## src/rtl/fpaddsub_normalize_pipe_pkg.sv

```systemverilog
// Shared FPAddSub definitions: operand widths and the derived normalizer widths.
// MANTISSA / EXPONENT / DWIDTH may be overridden on the command line.
`ifndef MANTISSA
`define MANTISSA 10
`endif
`ifndef EXPONENT
`define EXPONENT 5
`endif
`ifndef DWIDTH
`define DWIDTH (1 + `EXPONENT + `MANTISSA)
`endif

package fpaddsub_normalize_pipe_pkg;

    localparam int unsigned MANT  = `MANTISSA;
    localparam int unsigned EXPW  = `EXPONENT;
    localparam int unsigned SUM_W = MANT + 4;
    localparam int unsigned LZC_W = $clog2(SUM_W);

    typedef enum logic [1:0] {
        NORM_CARRY,
        NORM_ZERO,
        NORM_UNDER,
        NORM_LEFT
    } norm_case_e;

    function automatic norm_case_e classify(input logic carry,
                                            input logic zero,
                                            input logic exp_le_lzc);
        if (carry)      return NORM_CARRY;
        if (zero)       return NORM_ZERO;
        if (exp_le_lzc) return NORM_UNDER;
        return NORM_LEFT;
    endfunction

endpackage

```

## src/rtl/fpaddsub_lzc.sv

```systemverilog
// Combinational priority leading-zero counter; an all-zero input yields W.
module fpaddsub_lzc
    import fpaddsub_normalize_pipe_pkg::*;
#(
    parameter int unsigned W     = SUM_W - 1,
    parameter int unsigned CNT_W = LZC_W
) (
    input  logic [W-1:0]     data,
    output logic [CNT_W-1:0] count
);

    // Scanning upward lets the highest set bit win.
    always_comb begin
        count = CNT_W'(W);
        for (int unsigned i = 0; i < W; i++) begin
            if (data[i]) count = CNT_W'(W - 1 - i);
        end
    end

endmodule

```

## src/rtl/fpaddsub_normalize_pipe.sv

```systemverilog
// Two-stage normalizer between the mantissa adder and rounding, valid/ready handshake.
// FPADDSUB_NORM_DENORM_EN: produce subnormals on underflow instead of flushing to zero.
module fpaddsub_normalize_pipe
    import fpaddsub_normalize_pipe_pkg::*;
(
    input  logic             clk,
    input  logic             rst,
    input  logic             in_valid,
    output logic             in_ready,
    input  logic [SUM_W-1:0] in_sum,
    input  logic             in_sticky,
    input  logic [EXPW-1:0]  in_exp,
    input  logic             in_sa,
    input  logic             in_sb,
    input  logic             in_ctrl,
    input  logic             in_maxab,
    output logic             out_valid,
    input  logic             out_ready,
    output logic [MANT-1:0]  NormM,
    output logic [EXPW:0]    NormE,
    output logic             G,
    output logic             R,
    output logic             S,
    output logic             ZeroSum,
    output logic             Sa,
    output logic             Sb,
    output logic             Ctrl,
    output logic             MaxAB
);

    logic             s1_valid;
    logic [SUM_W-1:0] s1_sum;
    logic             s1_sticky;
    logic [EXPW-1:0]  s1_exp;
    logic [LZC_W-1:0] s1_lzc;
    logic [3:0]       s1_side;
    logic [LZC_W-1:0] lzc;
    logic             s2_load;

    assign s2_load  = ~out_valid | out_ready;
    assign in_ready = ~s1_valid | s2_load;

    fpaddsub_lzc #(.W(SUM_W - 1), .CNT_W(LZC_W)) u_lzc (
        .data  (in_sum[SUM_W-2:0]),
        .count (lzc)
    );

    always_ff @(posedge clk) begin
        if (rst) begin
            s1_valid  <= 1'b0;
            s1_sum    <= '0;
            s1_sticky <= 1'b0;
            s1_exp    <= '0;
            s1_lzc    <= '0;
            s1_side   <= '0;
        end else if (in_ready) begin
            s1_valid <= in_valid;
            if (in_valid) begin
                s1_sum    <= in_sum;
                s1_sticky <= in_sticky;
                s1_exp    <= in_exp;
                s1_lzc    <= lzc;
                s1_side   <= {in_sa, in_sb, in_ctrl, in_maxab};
            end
        end
    end

    logic [EXPW:0]    exp_w;
    logic [EXPW:0]    lzc_w;
    logic [SUM_W-2:0] body;
    logic [SUM_W-2:0] sh;
    logic [LZC_W-1:0] shamt;
    norm_case_e       ncase;
    logic [MANT-1:0]  n_m;
    logic [EXPW:0]    n_e;
    logic             n_g, n_r, n_s, n_z;

    assign exp_w = {1'b0, s1_exp};
    assign lzc_w = (EXPW + 1)'(s1_lzc);
    assign body  = s1_sum[SUM_W-2:0];
    assign ncase = classify(s1_sum[SUM_W-1], s1_sum == '0, exp_w <= lzc_w);

    // The left-shift path supplies the defaults; other cases override them.
    always_comb begin
        shamt = s1_lzc;
`ifdef FPADDSUB_NORM_DENORM_EN
        if (ncase == NORM_UNDER) shamt = (s1_exp == '0) ? '0 : LZC_W'(exp_w - 1'b1);
`endif
        sh  = body << shamt;
        n_m = sh[SUM_W-3:2];
        n_g = sh[1];
        n_r = sh[0];
        n_s = s1_sticky;
        n_z = 1'b0;
        n_e = exp_w - lzc_w;
        case (ncase)
            NORM_CARRY: begin
                n_e = exp_w + 1'b1;
                n_m = s1_sum[SUM_W-2:3];
                n_g = s1_sum[2];
                n_r = s1_sum[1];
                n_s = s1_sum[0] | s1_sticky;
            end
            NORM_ZERO: begin
                n_e = '0;
                n_m = '0;
                n_g = 1'b0;
                n_r = 1'b0;
                n_z = 1'b1;
            end
            NORM_UNDER: begin
`ifdef FPADDSUB_NORM_DENORM_EN
                n_e = '0;
`else
                n_e = '0;
                n_m = '0;
                n_g = 1'b0;
                n_r = 1'b0;
                n_s = 1'b0;
                n_z = 1'b1;
`endif
            end
            default: ;
        endcase
    end

    always_ff @(posedge clk) begin
        if (rst) begin
            out_valid <= 1'b0;
            NormM     <= '0;
            NormE     <= '0;
            G         <= 1'b0;
            R         <= 1'b0;
            S         <= 1'b0;
            ZeroSum   <= 1'b0;
            {Sa, Sb, Ctrl, MaxAB} <= '0;
        end else if (s2_load) begin
            out_valid <= s1_valid;
            if (s1_valid) begin
                NormM   <= n_m;
                NormE   <= n_e;
                G       <= n_g;
                R       <= n_r;
                S       <= n_s;
                ZeroSum <= n_z;
                {Sa, Sb, Ctrl, MaxAB} <= s1_side;
            end
        end
    end

endmodule

```

## config.mk

```make
export PLATFORM = sky130hd
export DESIGN_NAME = fpaddsub_normalize_pipe
export DESIGN_NICKNAME = d
export VERILOG_FILES = /design/src/rtl/fpaddsub_normalize_pipe_pkg.sv /design/src/rtl/fpaddsub_lzc.sv /design/src/rtl/fpaddsub_normalize_pipe.sv
export SDC_FILE = /design/constraint.sdc
export NUM_CORES = 1
export LEC_CHECK = 0
export CAP_MARGIN = 20
export CELL_PAD_IN_SITES_DETAIL_PLACEMENT = 0
export CELL_PAD_IN_SITES_GLOBAL_PLACEMENT = 1
export CORE_MARGIN = 10
export CORE_UTILIZATION = 30
export DETAILED_ROUTE_END_ITERATION = 7
export GPL_TIMING_DRIVEN = 1
export PLACE_DENSITY = 0.66
export SLEW_MARGIN = 20
export SYNTH_ARGS = -nofsm -noshare
export SYNTH_HDL_FRONTEND = slang
export SYNTH_SLANG_ARGS = --single-unit
```

## constraint.sdc

```tcl
create_clock -name clk -period 3.7 [get_ports clk]
set_input_delay 0.74 -clock clk [delete_from_list [all_inputs] [get_ports clk]]
set_output_delay 0.74 -clock clk [all_outputs]
set_load 0.01 [all_outputs]
```

; ---- Word-level counts from Yosys, hierarchy flattened
; Cells that the tools add are included.
[word_totals]
ff_bits = 54
inputBits = 28
output_inout_bits = 26
elab_cells = 64
[classes]
add_sub_neg = 2
order_cmp = 1
eq_ne = 2
shift = 1
n_mux = 31
bitwise = 5
reduce_logical = 5
[ops]
columns = op, n
row1 = 4-bit 2-to-1 mux, 8
row2 = 10-bit one-hot mux with 2 select lines, 1
row3 = 14-bit logical NOT, 1
row4 = 13-bit by 4-bit << shifter with 12-bit output, 1
row5 = 2-bit 2-to-1 mux, 6
row6 = 3-bit 2-to-1 mux, 4
row7 = 6-bit one-hot mux with 2 select lines, 1
row8 = 1-bit 2-to-1 mux, 8
row9 = 5-bit by 1-bit adder with 6-bit output (second input constant), 1
row10 = 1-bit one-hot mux with 2 select lines, 3
row11 = 5-bit by 4-bit subtractor with 6-bit output, 1
row12 = 5-bit by 4-bit less-or-equal comparator with 1-bit output, 1
row13 = 2-bit AND reduction, 2
row14 = 1-bit bitwise OR, 3
row15 = 2-bit by 1-bit equality test with 1-bit output (second input constant), 1
row16 = 2-bit equality test (second input constant), 1
row17 = 2-bit logical NOT, 1
row18 = 1-bit inverter, 2
row19 = 2-bit OR reduction, 1

; ---- Longest topological paths before layout
; Gate-level depths: netlist (run 1).
[logic_depth]
word_depth = 13
depth_mapped = 14
ltp_nobuf = 14

; ---- Cells and area by module
; Synthesis (run 1) repeated with hierarchy kept, for this count alone.
[unflattened]
hier_cells = 364
area_unflattened_um2 = 2907.8
[modules_own_cells]
columns = module, instances, cells_each, area_each_um2, seq_area_each_um2
row1 = fpaddsub_normalize_pipe, 1, 342, 2793.9, 1081.0
row2 = fpaddsub_lzc, 1, 22, 113.9, 0.0

; ---- Worst setup path after synthesis (run 1)
; No wires, ideal clock.
[synth_path]
path_type = flip-flop to flip-flop
start = register s1_exp[0]
end = register NormM[4]
setup_ns = 0.078
t_arrival_ns = 2.812
required_ns = 3.622
setup_slack_ns = 0.810
stages_incl_launch_ff = 14
path_buffers = 0
synth_period_minus_slack_ns = 2.890
cell_sequence = dfxtp_1 > inv_1 > ha_1 > fa_1 > nand2b_1 > a21oi_1 > a21oi_1 > a21oi_1 > ha_1 > clkinv_1 > nor3_2 > a221o_1 > a21oi_1 > nor3_1
[synth_via]
elab_chain_cells = 10
elab_cells_between_ends = 13
classes_between = order compare (1) / eq/ne (2) / mux (8) / reduce/logical (2)
[synth_lines]
columns = element, line_no
row1 = start: declaration, fpaddsub_normalize_pipe.sv:34  ; logic [EXPW-1:0] s1_exp;
row2 = start signal: assignment, fpaddsub_normalize_pipe.sv:61  ; s1_exp <= in_exp;
row3 = 5-bit by 4-bit less-or-equal comparator with 1-bit output *, fpaddsub_normalize_pipe.sv:81  ; assign ncase = classify(s1_sum[SUM_W-1], s1_sum == '0, exp_w <= lzc_w);
row4 = 1-bit 2-to-1 mux (2 in series), fpaddsub_normalize_pipe_pkg.sv:32  ; if (exp_le_lzc) return NORM_UNDER;
row5 = 1-bit 2-to-1 mux, fpaddsub_normalize_pipe_pkg.sv:31  ; if (zero) return NORM_ZERO;
row6 = 2-bit 2-to-1 mux *, fpaddsub_normalize_pipe_pkg.sv:33  ; return NORM_LEFT;
row7 = 2-bit 2-to-1 mux *, fpaddsub_normalize_pipe_pkg.sv:32
row8 = 2-bit 2-to-1 mux *, fpaddsub_normalize_pipe_pkg.sv:31
row9 = 2-bit equality test / 2-bit by 1-bit equality test with 1-bit output (equally long branches), fpaddsub_normalize_pipe.sv:96  ; case (ncase)
row10 = 2-bit OR reduction (no line), n/a
row11 = 10-bit one-hot mux with 2 select lines *, fpaddsub_normalize_pipe.sv:96
row12 = end signal: assignment, fpaddsub_normalize_pipe.sv:140  ; NormM <= n_m;
row13 = end: declaration, fpaddsub_normalize_pipe.sv:19  ; output logic [MANT-1:0] NormM,
; Every way passes the cells marked *; elsewhere a longest branch is shown, timed or not. The select of a mux whose other input is x is not followed.
; A chain may end at the register's enable or synchronous reset.

; ---- Final worst setup path (run 1)
[layout_path]
start = register s1_exp[0]
end = register NormM[9]
; Same word-level chain as after synthesis.

==> results.txt, run 1 <==
----------------------------------------------------
[Floorplan]
  Top-level I/O count ... 54
  Die outline area ... 13650 µm²
  Core area ... 9196 µm²
  Site row count ... 35
  Width of the chip ... 116.8 µm
  Die height ... 116.8 µm
  Initial standard-cell utilization of the core ... 0.3059

[Yosys]
  Post-synthesis instance area ... approximately 2800 µm²
  Sequential-to-total area share from yosys stat ... 0.3843
  Flops & latches, synth ... 54
  Number of distinct library cells after synthesis ... 46
  Top cells by area in the synthesized netlist ... dfxtp_1 (38%), nand2_1 (9.6%), a21oi_1 (8.7%)
  Yosys warns ... 0
  Average size of a mapped cell ... 7.791 µm²
  Number of enable-type register cells in the synthesized netlist ... 0
  Post-synthesis cell count ... 361
  Top_reg_cell synth ... dfxtp_1
  Fraction of registers with async set/reset ... 0
  Proportion of netlist area held by the largest area contributor ... 0.3843
  Synth Net Count ... 397
  Most area-hungry cell type in the Yosys netlist ... dfxtp_1

[Global route]
  Largest net degree at the start of global routing ... 40
  Number of global-route vias before repair ... 2633
  Antenna violations before repair ... 0
  Global router's overall resource usage ... 0.1205
  Global-route wire length before repair ... around 13000 µm
  Grt total ovfl ... 0

[STA]
  Final-report setup violation count ... 0
  Final setup margin ... 0.3700 ns
  Period utilization ... 0.9000
  Tightest slew margin relative to the limit ... 0.4305
  Fmax ... about 300 MHz
  Clock Skews ... 0.008287 ns
  Fin. max-slew vios ... 0
  Post-Route Setup TNS ... 0 ns
  RSZ-0062 raised after global routing ... false
  Slew at the pin closest to its max-slew limit ... 0.8521 ns
  Shortest clock period the worst path allows after layout ... 3.330 ns
  Final hold violation count ... 0

[Clock tree]
  Number of buffers added by the clock tree synthesis step ... 5
  Total of hold buffers inserted after clock tree synthesis ... 0
  Post-cts sizing count ... 0
  Number of clock sinks seen by CTS ... 54
  Cell at the root of the clock tree ... clkbuf_8
  Htree depth ... 2
  CTS tree ... built
  Clock-pin slew of the registers on the worst-case setup and hold paths ... 0.10 ns
  Max clock buf depth ... 2
  Post-CTS Repair Setup Buffers ... 0
  Insertion delay to the later sink of the worst-skew pair ... 0.32 ns

[Place]
  Pre-CTS worst setup slack ... between 0.4 and 0.5 ns
  Placed instance area ... 3430 µm²
  Port Buffer Count ... 53
  Post-DP HPWL ... 6131 µm
  GPL Wtd Cong ... 0.8653

[Routing]
  DR vias ... 2684
  Initial drt markers ... 156
  DR WL/cell ... 15.94 µm
  DRC violations left ... 0
  Final wirelength ... 8225 µm
  Vias per std cell ... 5.202
  First-pass iteration count of the detailed router ... 4
  Number of nets with antenna violations after routing ... 0

[Status]
  Result of the run ... complete, no violations

[Final layout]
  Fraction of layout instances using a drive strength above 1 ... 0.05432
  Final-stage net count ... between 400 and 500
  Diodes inserted ... 0
  Final standard cell area without fillers ... 3577 µm²
  Area added between synthesis and finish ... 27.18%

[Pwr]
  Cell Pwr Density ... ~400 nW/µm²
  Total leakage power ... 1.280 nW
  Largest voltage drop on the vdd net ... 0.1438 mV

[Worst setup path]
  Crit path DAT ... ~3.6 ns
  Biggest cell delay along the critical path ... approximately 0.54 ns
  Most common cell type on the critical path ... a21oi_1
  Worst Path Buf+Inv ... 2
  Data required time of the critical path ... 3.93 ns
  Cell breakdown of the critical path ... inv_1 > ha_1 > fa_1 > nand2b_1 > a21oi_1 > a21oi_1 > a21oi_1 > ha_1 > clkinv_1 > nor3_2 > a221oi_1 > a211oi_1
  Family with the most delay on the worst path ... compound AO/OA/AOI/OAI gates
  Launching element type of the critical path ... register
  Largest fanout on the critical path ... 10
  Crit end category ... register
  Start-to-end type of the worst setup path ... register to register
  Slowest-stage cell, CP ... nor3_2

[Job]
  Max-cap violations ... 0

[Worst hold path]
  Kind of path behind the tightest hold check ... register to register

----------------------------------------------------
[where the power goes]
group | internal [W] | switching (W)
registers | 0.000614 | 0.0000312
clock network | 0.000289 | 0.000201
logic | 0.000131 | 0.000157
total | 0.00103 | 0.000389
[cell usage after synthesis (2+ instances only)]
library cell / instances
o41ai_1: 3
nand3_1: 6
o22ai_1: 3
a211oi_1: 6
buf_2: 5
nor2b_1: 6
nand2b_1: 3
xor2_1: 2
o21ai_0: 5
inv_1: 10
mux4_1: 2
nor3_1: 14
dfxtp_1: 54
a221oi_1: 7
a22o_1: 3
nor4_1: 5
a21oi_1: 49
nand4_1: 2
clkbuf_1: 17
mux2i_1: 11
a31oi_1: 4
nor2_1: 40
a221o_1: 4
ha_1: 7
nand2_1: 72
[layout by cell type, fill, tap and decap left out, drive strengths merged, types with 2 or more instances in the layout]
cell type      synthesis  layout
nand2                 72      72
dfxtp                 54      54
clkdlybuf4s50          0      52
a21oi                 49      49
nor2                  40      40
nor3                  15      15
mux2i                 11      11
inv                   10      10
buf                    7       8
a221oi                 7       7
ha                     7       7
nor2b                  6       6
nand3                  6       6
a211oi                 6       6
clkbuf                17       6
nor4                   5       5
o21ai                  5       5
a31oi                  4       4
a221o                  4       4
nand2b                 3       3
o22ai                  3       3
a22o                   3       3
o41ai                  3       3
mux4                   3       3
nand4                  2       2
xor2                   2       2
bufinv                 0       2
a2111oi                2       2
[layout make-up]
type | count | area [µm²]
clock inverters | 2 | 60.06
fillers | 986 | 5619
flip-flops and latches | 54 | 1081
clock buffers | 6 | 82.58
well taps | 111 | 138.9
multi-input cells | 272 | 1595
inverters | 11 | 41.29
repair buffers | 60 | 578.1
[worst paths after layout]
kind / from / to / slack, ns / depth (start not counted)
worst max-delay path: s1_exp[0] / NormM[9] / 0.37 / 12
worst min-delay path: s1_side[3] / s1_side[3] / 0.46 / 2
worst max register to register: s1_exp[0] / NormM[9] / 0.37 / 12
worst min register to register: s1_side[3] / s1_side[3] / 0.46 / 2
[routing by layer]
layer,wire (µm),up-vias,track usage
met3,559,5,0.03313
met1,3956,1258,0.1533
met2,3642,55,0.1939
li1,-,1366,-
met5,0,-,0
met4,66,0,0.03707
[cells by family after synthesis]
logic type | synth area share
xor gates and xnor gates | 0.009343
and+or+nand+nor | 0.2367
muxes | 0.06984
adders and majority gates | 0.03826
AOI/OAI and AO/OA | 0.2100
buffers and inverters | 0.05160
DFF | 0.3843
[state kept, by name, indices dropped and copies added (netlist names), 4 cells and up]
name / flops
NormE: 6
NormM: 10
s1_exp: 5
s1_lzc: 4
s1_side: 4
s1_sum: 14
[worst reg2reg max path: stages, from the launching register on]
cell	delay (ns)
dfxtp_1	0.40
inv_1	0.08
ha_1	0.23
fa_1	0.40
nand2b_1	0.16
a21oi_1	0.20
a21oi_1	0.14
a21oi_1	0.22
ha_1	0.20
clkinv_1	0.23
nor3_2	0.54
a221oi_1	0.19
a211oi_1	0.27
[per-stage QoR]
step | util | power, W | cells | hold WS [ns]
6_report | 0.3890 | 0.001423 | 516 | 0.4649
2_1_floorplan | - | 0.0008252 | 361 | 0.4321
3_3_place_gp | 0.3729 | 0.0009489 | 508 | 0.4446
5_1_grt | 0.3890 | 0.001502 | 516 | 0.4800
4_1_cts | 0.3884 | 0.001445 | 516 | 0.4667
3_5_place_dp | 0.3729 | 0.0009479 | 508 | 0.4494
No activity file was read; power rests on OpenSTA's default activity.
==> run 2: changes to the inputs <==
--- a/config.mk
+++ b/config.mk
@@ -8,7 +8,7 @@
 export CAP_MARGIN = 20
 export CELL_PAD_IN_SITES_DETAIL_PLACEMENT = 0
 export CELL_PAD_IN_SITES_GLOBAL_PLACEMENT = 1
-export CORE_MARGIN = 10
+export CORE_MARGIN = 2
 export CORE_UTILIZATION = 30
 export DETAILED_ROUTE_END_ITERATION = 7
 export GPL_TIMING_DRIVEN = 1
==> results.txt, run 2 (synthesis gave the netlist of run 1 again) <==
----------------------------------------------------
[Worst hold path]
  Kind of path behind the tightest hold check ... register to register (unchanged)
  Endpoint of the worst hold path ... s1_side[1] (was s1_side[3])
  Hold Path Cell Cnt ... 2 (unchanged)
  Hold Startpoint ... s1_side[1] (was s1_side[3])

[STA]
  Final-report setup violation count ... 0 (unchanged)
  Period utilization ... 0.9074 (was 0.9000)
  RSZ-0062 raised after global routing ... false (unchanged)
  Final hold violation count ... 0 (unchanged)
  Clock Skews ... 0.009638 ns (was 0.008287 ns)
  Fin. max-slew vios ... 0 (unchanged)
  Fmax ... 297.9 MHz (was 300.3 MHz)
  Tightest slew margin relative to the limit ... 0.4206 (was 0.4305)
  Slew at the pin closest to its max-slew limit ... 0.8670 ns (was 0.8521 ns)
  Shortest clock period the worst path allows after layout ... 3.357 ns (was 3.330 ns)
  Post-Route Setup TNS ... 0 ns (unchanged)

[Floorplan]
  Die outline area ... 10170 µm² (was 13650 µm²)
  Initial standard-cell utilization of the core ... 0.3073 (was 0.3059)
  Die height ... 100.8 µm (was 116.8 µm)
  Site row count ... 35 (unchanged)
  Width of the chip ... 100.8 µm (was 116.8 µm)
  Core area ... 9153 µm² (was 9196 µm²)
  Top-level I/O count ... 54 (unchanged)

[Pwr]
  Switching fraction of total power ... 0.3014 (was 0.2735)
  Sum of internal, switching and leakage power ... 0.001284 W (was 0.001423 W)
  Cell Pwr Density ... 363.9 nW/µm² (was 397.7 nW/µm²)
  Largest voltage drop on the vdd net ... 0.2211 mV (was 0.1438 mV)
  Part of the power in registers ... 0.502 (was 0.454)
  Logic gate share of total power ... 0.226 (was 0.203)
  Share of power burned in the clock network ... 0.271 (was 0.344)
  Total leakage power ... 1.262 nW (was 1.280 nW)
  Internal power consumption ... 0.0008970 W (was 0.001034 W)
  Reported net switching power ... 0.0003870 W (was 0.0003891 W)

[Routing]
  Number of nets with antenna violations after routing ... 0 (unchanged)
  DR WL/cell ... 15.40 µm (was 15.94 µm)
  Vias per std cell ... 5.178 (was 5.202)
  Final wirelength ... 7962 µm (was 8225 µm)
  DRC violations left ... 0 (unchanged)
  Initial drt markers ... 122 (was 156)
  First-pass iteration count of the detailed router ... 4 (unchanged)
  DR vias ... 2677 (was 2684)

[Clock tree]
  Post-CTS Repair Setup Buffers ... 0 (unchanged)
  Total of hold buffers inserted after clock tree synthesis ... 0 (unchanged)
  CTS tree ... built (unchanged)
  Insertion delay to the later sink of the worst-skew pair ... 0.31 ns (was 0.32 ns)
  Number of buffers added by the clock tree synthesis step ... 5 (unchanged)
  Number of clock sinks seen by CTS ... 54 (unchanged)
  Max clock buf depth ... 2 (unchanged)
  Cell at the root of the clock tree ... clkbuf_8 (unchanged)
  Clock-pin slew of the registers on the worst-case setup and hold paths ... 0.09 ns (was 0.10 ns)
  Post-cts sizing count ... 0 (unchanged)
  Htree depth ... 2 (unchanged)

[Worst setup path]
  Data required time of the critical path ... 3.94 ns (was 3.93 ns)
  Launching element type of the critical path ... register (unchanged)
  Start-to-end type of the worst setup path ... register to register (unchanged)
  Launching point of the worst reg2reg path ... s1_exp[0] (unchanged)
  Worst flop-to-flop path endpoint ... NormM[4] (was NormM[9])
  Cell breakdown of the critical path ... inv_1 > ha_1 > fa_1 > nand2b_1 > a21oi_1 > a21oi_1 > a21oi_1 > ha_1 > clkinv_1 > nor3_2 > a221o_1 > a21oi_1 > nor3_1 (was inv_1 > ha_1 > fa_1 > nand2b_1 > a21oi_1 > a21oi_1 > a21oi_1 > ha_1 > clkinv_1 > nor3_2 > a221oi_1 > a211oi_1)
  Biggest cell delay along the critical path ... 0.54 ns (about the same)
  Crit path DAT ... 3.59 ns (was 3.56 ns)
  Largest fanout on the critical path ... 10 (unchanged)
  Slowest-stage cell, CP ... nor3_2 (unchanged)
  R2R setup slack ... 0.34 ns (was 0.37 ns)
  Crit end category ... register (unchanged)
  Cell depth of the worst flop-to-flop path ... 13 (was 12)
  Most common cell type on the critical path ... a21oi_1 (unchanged)

[Status]
  Result of the run ... complete, no violations (unchanged)

[Final layout]
  Final-stage net count ... 441 (was 440)
  Area added between synthesis and finish ... 25.44% (was 27.18%)
  Most used cells in the layout excluding fill and tap cells ... nand2_1 (72), dfxtp_1 (54), clkdlybuf4s50_1 (52), a21oi_1 (48), nor2_1 (40) (unchanged)
  Most frequent standard cell in the layout excluding fill and tap cells ... nand2_1 (unchanged)
  Diodes inserted ... 0 (unchanged)
  Final standard cell area without fillers ... 3528 µm² (was 3577 µm²)
  Number of inserted filler cells in the final layout ... 986 (unchanged)
  Registers with the most flip-flops ... s1_sum: 14 flops, NormM: 10 flops, NormE: 6 flops (unchanged)
  Largest register FFs ... 14 (unchanged)
  Largest register by flop count ... s1_sum (unchanged)
  Fraction of layout instances using a drive strength above 1 ... 0.05172 (was 0.05432)

[Global route]
  Most used routing layer ... met2 (unchanged)
  Grt total ovfl ... 0 (unchanged)
  Met2 layer usage reported by global route ... 0.2615 (was 0.1939)
  Antenna violations before repair ... 0 (unchanged)
  Met3 routing resource usage after global routing ... 0.03606 (was 0.03313)
  Number of global-route vias before repair ... 2696 (was 2633)
  Global router's overall resource usage ... 0.1675 (was 0.1205)
  Global-route wire length before repair ... 13690 µm (was 13290 µm)
  Largest net degree at the start of global routing ... 24 (was 40)
  Global routing met1 resource utilization ... 0.2358 (was 0.1533)

[Place]
  GPL Wtd Cong ... 0.9175 (was 0.8653)
  Port Buffer Count ... 53 (unchanged)
  Placed instance area ... 3437 µm² (was 3430 µm²)
  Post-DP HPWL ... 5854 µm (was 6131 µm)

[Job]
  Max-cap violations ... 0 (unchanged)

----------------------------------------------------
## run 2: area by class of cell
type / instances / area (µm²) / area share
Multi-Input combinational cell: 272 / 1590 / 0.4507
Inverter: 11 / 41.29 / 0.01170
Tap cell: 111 / 138.9 / 0.03936
Clock inverter: 1 / 5.005 / 0.001418
Timing Repair Buffer: 61 / 585.6 / 0.1660
Sequential cell: 54 / 1081 / 0.3064
Clock buffer: 7 / 86.33 / 0.02447
## run 2: how the worst max path moves through the flow
stage          startpoint        to  slack, ns  depth (start not counted)
2_1_floorplan   s1_exp[0]  NormM[4]       0.81                         13
3_3_place_gp    s1_exp[0]  NormM[4]       0.53                         13
3_5_place_dp    s1_exp[0]  NormM[4]       0.40                         13
4_1_cts         s1_exp[0]  NormM[4]       0.38                         13
5_1_grt         s1_exp[0]  NormM[5]       0.03                         13
6_report        s1_exp[0]  NormM[4]       0.34                         13
## run 2: per-stage QoR
stage	util	hold WS (ns)	setup slack, ns	cells
global placement	0.3755	0.4422	0.5316	509
detailed placement	0.3755	0.4446	0.3990	509
CTS	0.3855	0.4653	0.3821	517
global route	0.3855	0.4884	0.02841	517
finish	0.3855	0.4610	0.3427	517
floorplan	-	0.4321	0.8102	361
## run 2: power by group through the flow
stage | Combinational, W | Clock, W | Sequential, W
CTS | 0.000291 | 0.000360 | 0.000645
floorplan | 0.000169 | 0 | 0.000656
detailed placement | 0.000290 | 0 | 0.000659
global route | 0.000326 | 0.000387 | 0.000652
global placement | 0.000290 | 0 | 0.000659
finish | 0.000290 | 0.000349 | 0.000645
## run 2: metal layers
metal | wire length (µm) | vias up
met1 | 4073 | 1253
li1 | - | 1364
met4 | 59 | 0
met2 | 3516 | 53
met3 | 313 | 7
met5 | 0 | -
## run 2: critical path: cells and delay by family (launching register included)
family | cells | cell delay (ns)
simple gates | 3 | 0.88
flops | 1 | 0.39
buf+inv | 2 | 0.29
compound gates | 5 | 0.91
fa+ha+maj | 3 | 0.82
==> run 3: changes to the inputs <==
==> constraint.sdc (replaced) <==
create_clock -name clk -period 3.7 [get_ports clk]
set_input_delay 0.74 -clock clk [delete_from_list [all_inputs] [get_ports clk]]
set_output_delay 0.74 -clock clk [all_outputs]
set_load 0.05 [all_outputs]
==> results.txt, run 3 (synthesis gave the netlist of run 1 again) <==
----------------------------------------------------
[Status]
  Result of the run ... complete, no violations (unchanged)

[Place]
  Pre-CTS worst setup slack ... 0.4319 ns (was 0.3990 ns)
  Placed cell count ... 508 (was 509)
  Post-DP HPWL ... 5714 µm (was 5854 µm)
  GPL Wtd Cong ... 0.8802 (was 0.9175)
  Port Buffer Count ... 53 (unchanged)
  Placed instance area ... 3430 µm² (was 3437 µm²)

[Clock tree]
  Insertion delay to the later sink of the worst-skew pair ... 0.31 ns (about the same)
  Max clock buf depth ... 2 (unchanged)
  CTS tree ... built (unchanged)
  Number of buffers added by the clock tree synthesis step ... 5 (unchanged)
  Post-cts sizing count ... 0 (unchanged)
  Post-CTS Repair Setup Buffers ... 0 (unchanged)
  Total of hold buffers inserted after clock tree synthesis ... 0 (unchanged)
  Htree depth ... 2 (unchanged)
  Number of clock sinks seen by CTS ... 54 (unchanged)
  Cell at the root of the clock tree ... clkbuf_8 (unchanged)
  Clock-pin slew of the registers on the worst-case setup and hold paths ... 0.10 ns (was 0.09 ns)

[Global route]
  Global-route wire length before repair ... 12830 µm (was 13690 µm)
  Global router's overall resource usage ... 0.1576 (was 0.1675)
  Grt total ovfl ... 0 (unchanged)
  Largest net degree at the start of global routing ... 45 (was 24)
  Antenna violations before repair ... 0 (unchanged)
  Number of global-route vias before repair ... 2513 (was 2696)

[Worst setup path]
  Crit path DAT ... 3.58 ns (was 3.59 ns)
  Launching element type of the critical path ... register (unchanged)
  Most common cell type on the critical path ... a21oi_1 (unchanged)
  WP depth ... 13 (unchanged)
  Biggest cell delay along the critical path ... 0.53 ns (was 0.54 ns)
  Worst Path Buf+Inv ... 2 (unchanged)
  Slowest-stage cell, CP ... nor3_2 (unchanged)
  Start-to-end type of the worst setup path ... register to register (unchanged)
  Family with the most delay on the worst path ... compound AO/OA/AOI/OAI gates (unchanged)
  Crit end category ... register (unchanged)
  Cell depth of the worst flop-to-flop path ... 13 (unchanged)
  Cell breakdown of the critical path ... inv_1 > ha_1 > fa_1 > nand2b_1 > a21oi_1 > a21oi_1 > a21oi_1 > ha_1 > clkinv_1 > nor3_2 > a221o_1 > a21oi_1 > nor3_1 (unchanged)
  Largest fanout on the critical path ... 10 (unchanged)
  Data required time of the critical path ... 3.94 ns (about the same)

[STA]
  Period utilization ... 0.9041 (was 0.9074)
  Clock Skews ... 0.007441 ns (was 0.009638 ns)
  Final-report setup violation count ... 0 (unchanged)
  Fin. max-slew vios ... 0 (unchanged)
  Fmax ... 298.9 MHz (was 297.9 MHz)
  Slew at the pin closest to its max-slew limit ... 0.8463 ns (was 0.8670 ns)
  Post-Route Setup TNS ... 0 ns (unchanged)
  RSZ-0062 raised after global routing ... false (unchanged)
  Final hold violation count ... 0 (unchanged)
  Shortest clock period the worst path allows after layout ... 3.345 ns (was 3.357 ns)
  Final setup margin ... 0.3548 ns (was 0.3427 ns)
  Hold slack final ... 0.4615 ns (was 0.4610 ns)
  Tightest slew margin relative to the limit ... 0.4344 (was 0.4206)

[Worst hold path]
  Kind of path behind the tightest hold check ... register to register (unchanged)
  Hold Path Cell Cnt ... 2 (unchanged)

[Floorplan]
  Die outline area ... 10170 µm² (unchanged)
  Site row count ... 35 (unchanged)
  Die height ... 100.8 µm (unchanged)
  Top-level I/O count ... 54 (unchanged)
  Initial standard-cell utilization of the core ... 0.3073 (unchanged)
  Core area ... 9153 µm² (unchanged)
  Width of the chip ... 100.8 µm (unchanged)

[Routing]
  Sum of met2 wire segment lengths after detailed routing ... 3407 µm (was 3516 µm)
  DR top layer ... met4 (unchanged)
  Vias per std cell ... 5.171 (was 5.178)
  DR WL/cell ... 15.03 µm (was 15.40 µm)
  DR vias ... 2668 (was 2677)
  DRC violations left ... 0 (unchanged)
  Met3 routed WL ... 361 µm (was 313 µm)
  Final wirelength ... 7758 µm (was 7962 µm)
  Initial drt markers ... 153 (was 122)
  First-pass iteration count of the detailed router ... 4 (unchanged)
  Number of nets with antenna violations after routing ... 0 (unchanged)
  Routed length on met1 ... 3873 µm (was 4073 µm)

[Pwr]
  Total leakage power ... 1.256 nW (was 1.262 nW)
  Largest voltage drop on the vdd net ... 0.1592 mV (was 0.2211 mV)
  Cell Pwr Density ... 379.9 nW/µm² (was 363.9 nW/µm²)

[Final layout]
  Number of inserted filler cells in the final layout ... 975 (was 986)
  Area taken by multi-input logic gates ... 1590 µm² (unchanged)
  Largest register FFs ... 14 (unchanged)
  Final instance count without filler cells ... 516 (was 517)
  Registers with the most flip-flops ... s1_sum: 14 flops, NormM: 10 flops, NormE: 6 flops (unchanged)
  Final-stage net count ... 440 (was 441)
  Most used cells in the layout excluding fill and tap cells ... nand2_1 (72), dfxtp_1 (54), clkdlybuf4s50_1 (52), a21oi_1 (48), nor2_1 (40) (unchanged)
  Final standard cell area without fillers ... 3525 µm² (was 3528 µm²)
  Sequential Area ... 1081 µm² (unchanged)
  Area added between synthesis and finish ... 25.31% (was 25.44%)
  Largest register by flop count ... s1_sum (unchanged)
  Most frequent standard cell in the layout excluding fill and tap cells ... nand2_1 (unchanged)
  Diodes inserted ... 0 (unchanged)
  Fraction of layout instances using a drive strength above 1 ... 0.05185 (was 0.05172)

[Job]
  Max-cap violations ... 0 (unchanged)

----------------------------------------------------
-- run 3: cell types whose count changed in the layout (fill, tap and decap cells not counted) --
cell	change
buf_4	-1
clkinvlp_4	+1
clkbuf_1	-1
-- run 3: layer usage --
metal  vias to the layer above  GRT usage
met4                         0    0.04426
met5                         -          0
met2                        60     0.2441
met3                         8    0.02774
met1                      1230     0.2244
li1                       1370          -
-- run 3: cell type report --
class / count / area share
multi-input combinational: 272 / 0.4512
sequential: 54 / 0.3067
timing repair buffer: 60 / 0.1640
tap: 111 / 0.03940
clock buffer: 6 / 0.02343
inverter: 11 / 0.01171
clock inverter: 2 / 0.003550
-- run 3: worst reg2reg max path, delay by kind of cell, from the launching register on --
family / cells / cell delay, ns
AOI/OAI and AO/OA: 5 / 0.88
adders and majority gates: 3 / 0.83
buffers and inverters: 2 / 0.29
DFF: 1 / 0.40
and+or+nand+nor: 3 / 0.87
-- run 3: final timing paths --
check	to	start	slack, ns
setup / recovery	NormM[4]	s1_exp[0]	0.35
hold / removal	ZeroSum	ZeroSum	0.46
setup reg to reg	NormM[4]	s1_exp[0]	0.35
hold reg to reg	ZeroSum	ZeroSum	0.46
-- run 3: metrics by stage --
step | util | total power, W
floorplan | - | 0.0008752
global placement | 0.3747 | 0.0009977
detailed placement | 0.3747 | 0.0009978
CTS | 0.3851 | 0.001356
global route | 0.3851 | 0.001414
finish | 0.3851 | 0.001339
-- run 3: report_power, final --
group	internal, W	switching [W]
combinational	0.000131	0.000206
sequential	0.000614	0.0000312
clock	0.000151	0.000206
total	0.000896	0.000443
